### src/rtl/div_pkg.sv
// ============================================================
// div_pkg - shared types and constants for seq_div512
// Rev 1.0
// ============================================================
`default_nettype none

package div_pkg;

  localparam int DIV_WIDTH = 256;
  localparam int DIV_DW    = 2 * DIV_WIDTH;
  localparam int DIV_CNT_W = $clog2(DIV_DW);

  typedef enum logic [1:0] {
    IDLE = 2'd0,
    CALC = 2'd1,
    DONE = 2'd2
  } state_e;

endpackage

`default_nettype wire

### src/rtl/div_step.sv
// ============================================================
// div_step - one combinational restoring-division step
// Rev 1.0
// ============================================================
`default_nettype none

module div_step #(
  parameter int WIDTH = 256
) (
  input  logic [WIDTH:0]   rem_in,
  input  logic             bit_in,
  input  logic [WIDTH-1:0] divisor,
  output logic [WIDTH:0]   rem_out,
  output logic             q_bit
);

  logic [WIDTH:0] rem_shift;
  logic [WIDTH:0] rem_diff;
  // The incoming remainder is always below the divisor, so its top bit is never set.
  logic           unused_rem_msb;

  assign unused_rem_msb = rem_in[WIDTH];

  always_comb begin
    rem_shift = {rem_in[WIDTH-1:0], bit_in};
    rem_diff  = rem_shift - {1'b0, divisor};
    q_bit     = (rem_shift >= {1'b0, divisor});
    rem_out   = q_bit ? rem_diff : rem_shift;
  end

endmodule

`default_nettype wire

### src/rtl/seq_div512.sv
// ============================================================
// seq_div512 - sequential restoring divider, one quotient bit per clock
// Rev 1.0
// ============================================================
`default_nettype none

module seq_div512
  import div_pkg::*;
#(
  parameter int WIDTH = DIV_WIDTH,
  parameter int CNT_W = $clog2(2 * WIDTH)
) (
  input  logic                 clk,
  input  logic                 rst_n,
  input  logic                 start,
  input  logic [2*WIDTH-1:0]   dividend,
  input  logic [WIDTH-1:0]     divisor,
  output logic                 busy,
  output logic                 done,
  output logic [2*WIDTH-1:0]   quotient,
  output logic [WIDTH-1:0]     remainder,
  output logic                 div_by_zero
);

  localparam int DW = 2 * WIDTH;

  state_e           state_q,     state_d;
  logic [DW-1:0]    shift_q,     shift_d;
  logic [WIDTH-1:0] divisor_q,   divisor_d;
  logic [WIDTH:0]   rem_q,       rem_d;
  logic [CNT_W-1:0] cnt_q,       cnt_d;
  logic [DW-1:0]    quotient_q,  quotient_d;
  logic [WIDTH-1:0] remainder_q, remainder_d;
  logic             dbz_q,       dbz_d;
  logic             busy_q,      busy_d;
  logic             done_q,      done_d;

  logic [WIDTH:0]   step_rem;
  logic             step_q_bit;

  div_step #(.WIDTH(WIDTH)) u_step (
    .rem_in  (rem_q),
    .bit_in  (shift_q[DW-1]),
    .divisor (divisor_q),
    .rem_out (step_rem),
    .q_bit   (step_q_bit)
  );

  always_comb begin
    state_d     = state_q;
    shift_d     = shift_q;
    divisor_d   = divisor_q;
    rem_d       = rem_q;
    cnt_d       = cnt_q;
    quotient_d  = quotient_q;
    remainder_d = remainder_q;
    dbz_d       = dbz_q;
    busy_d      = busy_q;
    done_d      = 1'b0;

    case (state_q)
      IDLE: begin
        if (start) begin
          shift_d   = dividend;
          divisor_d = divisor;
          rem_d     = '0;
          dbz_d     = 1'b0;
          if (divisor == '0) begin
            state_d     = DONE;
            done_d      = 1'b1;
            busy_d      = 1'b0;
            quotient_d  = '1;
            remainder_d = dividend[WIDTH-1:0];
            dbz_d       = 1'b1;
          end else begin
            state_d = CALC;
            cnt_d   = CNT_W'(DW - 1);
            busy_d  = 1'b1;
          end
        end
      end
      CALC: begin
        // Quotient bits enter at the LSB as the dividend bits leave at the MSB.
        shift_d = {shift_q[DW-2:0], step_q_bit};
        rem_d   = step_rem;
        if (cnt_q == '0) begin
          state_d     = DONE;
          done_d      = 1'b1;
          busy_d      = 1'b0;
          quotient_d  = {shift_q[DW-2:0], step_q_bit};
          remainder_d = step_rem[WIDTH-1:0];
        end else begin
          cnt_d = cnt_q - 1'b1;
        end
      end
      DONE: begin
        state_d = IDLE;
      end
      default: begin
        state_d = IDLE;
        busy_d  = 1'b0;
      end
    endcase
  end

  always_ff @(posedge clk or negedge rst_n) begin
    if (!rst_n) begin
      state_q     <= IDLE;
      shift_q     <= '0;
      divisor_q   <= '0;
      rem_q       <= '0;
      cnt_q       <= '0;
      quotient_q  <= '0;
      remainder_q <= '0;
      dbz_q       <= 1'b0;
      busy_q      <= 1'b0;
      done_q      <= 1'b0;
    end else begin
      state_q     <= state_d;
      shift_q     <= shift_d;
      divisor_q   <= divisor_d;
      rem_q       <= rem_d;
      cnt_q       <= cnt_d;
      quotient_q  <= quotient_d;
      remainder_q <= remainder_d;
      dbz_q       <= dbz_d;
      busy_q      <= busy_d;
      done_q      <= done_d;
    end
  end

  assign busy        = busy_q;
  assign done        = done_q;
  assign quotient    = quotient_q;
  assign remainder   = remainder_q;
  assign div_by_zero = dbz_q;

endmodule

`default_nettype wire

### config.mk
export PLATFORM = sky130hd
export DESIGN_NAME = seq_div512
export DESIGN_NICKNAME = d
export VERILOG_FILES = /design/src/rtl/div_pkg.sv /design/src/rtl/div_step.sv /design/src/rtl/seq_div512.sv
export SDC_FILE = /design/constraint.sdc
export NUM_CORES = 2
export LEC_CHECK = 0
export CAP_MARGIN = 20
export CORE_AREA = 2 2 595 597
export CTS_CLUSTER_DIAMETER = 150
export CTS_CLUSTER_SIZE = 24
export DETAILED_ROUTE_END_ITERATION = 10
export DIE_AREA = 0 0 597 599
export GPL_ROUTABILITY_DRIVEN = 0
export PLACE_DENSITY = 0.45
export RECOVER_POWER = 100
export SETUP_SLACK_MARGIN = 0.1
export SYNTH_ARGS = -nofsm -noshare
export SYNTH_HDL_FRONTEND = slang
export SYNTH_HIERARCHICAL = 1
export SYNTH_SLANG_ARGS = --single-unit
### constraint.sdc
create_clock -name clk -period 4.3 [get_ports clk]
set_clock_uncertainty 0.1 [all_clocks]
set_input_delay 0.645 -clock clk [delete_from_list [all_inputs] [get_ports clk]]
set_output_delay 0.645 -clock clk [all_outputs]
set_load 0.02 [all_outputs]
* After elaboration in Yosys (flattened, before gate mapping)
Index checks and enable logic that the tools add are counted.
** Storage, ports and cells
- Bits in registers :: 1806
- Output and inout port bits :: 771
- Word-level logic and storage cells :: 60
** Cells by class
- Add/sub/neg operators :: 2
- $lt $le $gt $ge :: 1
- Eq/ne operators :: 7
- Multiplexer cells :: 29
- Bitwise gates (word level) :: 1
- Reduce and logical (&&, ||, !) cells :: 10
** Operators with widths (number)
- $mux W512 :: 4
- $pmux W512 S2 :: 2
- $mux W256 :: 5
- $pmux W256 S2 :: 2
- $ge A257 B256 Y1 :: 1
- $logic_not A256 Y1 :: 1
- $sub A256 B256 Y256 :: 1
- $mux W9 :: 3
- $pmux W9 S2 :: 1
- $ne A2 B2 Y1 const B :: 5
- $logic_not A9 Y1 :: 1
- $sub A9 B1 Y9 const B :: 1
- $reduce_and A4 Y1 :: 2
- $mux W1 :: 6
- $mux W2 :: 3
- $reduce_and A2 Y1 :: 3
- $pmux W2 S2 :: 1
- $pmux W1 S3 :: 1
- $reduce_and A3 Y1 :: 1
- $eq A2 B1 Y1 const B :: 1
- $eq A2 B2 Y1 const B :: 1
- $logic_not A2 Y1 :: 1
- $pmux W1 S2 :: 1
- $reduce_bool A2 Y1 :: 1
- $not A1 Y1 :: 1

* Longest topological paths before layout
- Word-level depth :: 4
- Gate-level depth with buffers :: 24
- Depth with buffers taken out :: 20

* By module
Netlist, hierarchy kept.
** Modules (own cells, without submodules)
- seq_div512 :: times used 1, cells an instance 7335, area an instance 72284.3 µm²
- div_step :: times used 1, cells an instance 3925, area an instance 22612.9 µm²

* Worst setup path after synthesis
Ideal clock, no wire load.
- Path kind :: flip-flop to flip-flop
- Start :: register divisor_q[0]
- End :: register remainder_q[242], in the netlist remainder[242]
- Library setup time :: 125 ps
- Arrival time :: 4120 ps
- Required time :: 4075 ps
- Path slack :: -45 ps
- Cell stages (with the launch flop) :: 20
- Cells stage by stage :: dfrtp_1 -> ha_1 -> fa_1 -> nand2b_1 -> a211oi_1 -> o21a_1 -> o211ai_1 -> a211oi_2 -> or2_1 -> a31oi_1 -> o41ai_2 -> a31oi_1 -> o221ai_1 -> a41oi_1 -> o41ai_1 -> xnor2_1 -> o21ai_1 -> nand2_1 -> nand2_1 -> mux2_2
** On the way
- Word-level cells in the longest chain between the ends :: 4
- Elaborated cells on any way between the ends :: 5
** Ends and longest elaborated chain
- start: declaration :: line seq_div512.sv:29 : logic [WIDTH-1:0] divisor_q, divisor_d;
- start signal: assignment :: line seq_div512.sv:121 : divisor_q <= divisor_d;
- $sub A256 B256 Y256 / $ge A257 B256 Y1 (equally long branches) :: line div_step.sv:26, div_step.sv:27
- $mux W256 (*) :: line div_step.sv:28 : rem_out = q_bit ? rem_diff : rem_shift;
- named net step_rem[242] :: line seq_div512.sv:38 : logic [WIDTH:0] step_rem;
- $mux W256 (*) :: line seq_div512.sv:86 : if (cnt_q == '0) begin
- $pmux W256 S2 (*) :: line seq_div512.sv:61 : case (state_q)
- end signal: assignment :: line seq_div512.sv:125 : remainder_q <= remainder_d;
- end: declaration :: line seq_div512.sv:33 : logic [WIDTH-1:0] remainder_q, remainder_d;
Mark *: on every way through the listed nets, which the timed path passes. The rest lies on a longest branch. The select of a mux whose other input is x is not followed.
A chain may end at the register's enable or synchronous reset.

* Final worst setup path
- Start :: register divisor_q[47]
- End :: register remainder_q[71], in the netlist remainder[71]
The elaborated chain is that of the path after synthesis.

==> impl_metrics.toml <==
[logic_synthesis]
ys_warn_count = 6
syn_nets = 12300
syn_area_um2 = 94800
avgSynthCellArea_um2 = 8.43
syn_inst = 11200

[timing]
rsz0062_at_grt = "yes"
slew_headroom_pct = -182
setup_ws_ps = -732
min_period_over_period_pct = 117
tightest_slew_ps = 4230
fin_crit_ps = 5030
finalHoldViolCount = 0
slew_viol_final = 301
max_freq_mhz = 199
finalSetupViolations = 1097

[worst_setup_path]
cpLargestDelayFamily = "compound AO/OA/AOI/OAI gates"
crit_buf_inv = 9
end_kind = "flop"
slowest_stage = "dfrtp_1"
cp-start-kind = "flop"
cp.arrival_ps = 5690
critical_path_peak_fanout = 10
cp_slowest_stage_delay_ps = 410
required_ps = 4960
critical_path_class = "flop to flop"

[floorplanning]
fp-row-count = 218
die_x_um = 597
die_y_um = 599
core_um2 = 351000
initial_core_util_pct = 27.0
io-pin-count = 1542
die_area_um2 = 358000

[place]
place_ws_ps = -1750
place_area_um2 = 129000
io_buffer_count = 1541
placed_cells = 18600
dp_hpwl_mm = 382

[route]
drt-total-wl_mm = 484
drc = 0
route.detailed.wl_per_inst_um = 25.5
dr_total_vias = 96200
final_antenna_net_count = 0
avgViaCountPerCell = 5.07
drt-initial-drc-count = 7993
first_pass_iters = 8

[clock_tree]
numCtsBuffers = 93
clockBufferDepth = 4
cts_tree = "done"
clock_latency_ps = 900
cts_sinks = 1806
clk_pin_slew_worst_paths_ps = 110
cts.htree.levels = 3
cts-root-buf = "clkbuf_16"

[global_routing]
grt-ovfl-total = 0
grt_antenna_before_repair = 120
grt_pass1_wl_mm = 685
met1_usage_pct = 32.2
busiest_layer = "met2"
grt_max_degree = 164
gr-usage-all-layers_pct = 25.9
grt_use_met2_pct = 43.1
met3_usage_pct = 4.80
grt_pass1_vias = 95900

[cells_and_area]
final_area_um2 = 137000
area_growth_pct = 44.6
nets = 15300
layout-drive-gt1-share_pct = 21.3
final_cells = 19000

[power]
power_density_nw_per_um2 = 698
fin_total_pwr_mw = 95.7
p_leak_nw = 62.4
peakVddDrop_v = 0.000416

[run_status]
status = "complete, but fails checks"
failed_checks = "capacitance limit, slew limit, setup timing"

[hold_path]
hold_path.class = "input port to flop"

[flow_run]
drv_cap = 2
## path summary, 6_finish.rpt
check / from / endpoint / slack (ps) / cells past startpoint
max in group asynchronous: rst_n / rem_q[91] / -90 / 4
hold / removal: dividend[409] / shift_q[409] / 180 / 3
min in group asynchronous: rst_n / remainder[29] / 1600 / 2
hold reg to reg: quotient[53] / quotient[53] / 390 / 1
setup reg to reg: divisor_q[47] / remainder[71] / -730 / 25
setup / recovery: divisor_q[47] / remainder[71] / -730 / 25
## through the flow
stage	hold WS [ps]	TNS [ps]	utilization [%]
3_5_place_dp	363	-561700	36.7
6_report	180	-389010	39.0
2_1_floorplan	249	0	-
5_1_grt	126	-853510	39.0
3_3_place_gp	363	-577920	36.7
4_1_cts	78.6	-268810	38.4
## layout by cell type (no fill, tap or decap), types with 56 or more instances in the layout
cell type        count
buf_12              84
clkbuf_16          111
nor3_1              78
clkdlybuf4s50_1    768
inv_1              333
mux2_2             180
mux2_4              82
o21ai_2             81
dlygate4sd3_1      773
a21o_1              91
nor4_1              90
ha_1               201
buf_4             1862
a21oi_1            446
dfrtp_1           1806
nor2_1             798
o21ai_0            385
diode_2             57
xnor2_1            132
o22a_1             512
nand2_1           3534
o21bai_1            87
nand2_2            151
a21oi_2             56
a31oi_1            534
xor2_1             109
o21ai_1             89
nand4_1            159
## power by group
group	internal (mW)	switching [mW]
combinational	29.4	33.9
sequential	19.7	2.35
clock	4.08	6.23
## state kept, by name, indices dropped and copies added, names as in the netlist
name and cells:
cnt_q 9, rem_q 256, remainder 256, busy 1
div_by_zero 1, done 1, divisor_q 256, state_q 2
shift_q 512, quotient 512
## metal layers
layer  wire length (um)  vias to the layer above
met5                589                        -
met4              27300                       88
met3              30400                      704
met2             228000                     3213
met1             198000                    47800
li1                   -                    44400
## worst reg2reg max path, stage by stage (launching register included)
cell      delay [ps]
dfrtp_1          410
inv_2             80
ha_4             210
buf_6            120
nand4_1          210
nor2_2            80
a221o_1          340
buf_4            150
o21bai_4         170
a211oi_2         270
buf_4            190
a21oi_4          120
a31oi_4          330
o31ai_4           90
buf_6            150
o21ai_4          250
o21a_1           200
o21ba_4          210
buf_12           200
buf_16           210
buf_12           150
buf_16           110
o21ai_2           50
nand2_2          140
nand2_4          120
mux2_4           270
## layout make-up
type	count	area [um^2]
multi-input cells	8385	48700
clock buffers	96	2360
inverters	345	1310
repair inverters	1	11.3
flip-flops and latches	1806	45200
repair buffers	3638	33400
diodes	57	143
fillers	35700	214000
well taps	4620	5780
clock inverters	13	194
## what timing repair did
action                                  in CTS  in global routing
buffers inserted                            84                 34
pin swaps                                  151                145
resized for setup                          597                437
endpoints found under the hold margin       56                  0
endpoints found under the setup margin     514                514
hold buffers                                 1                  0
cloned                                      25                 22
(Power assumes the default switching activity.)
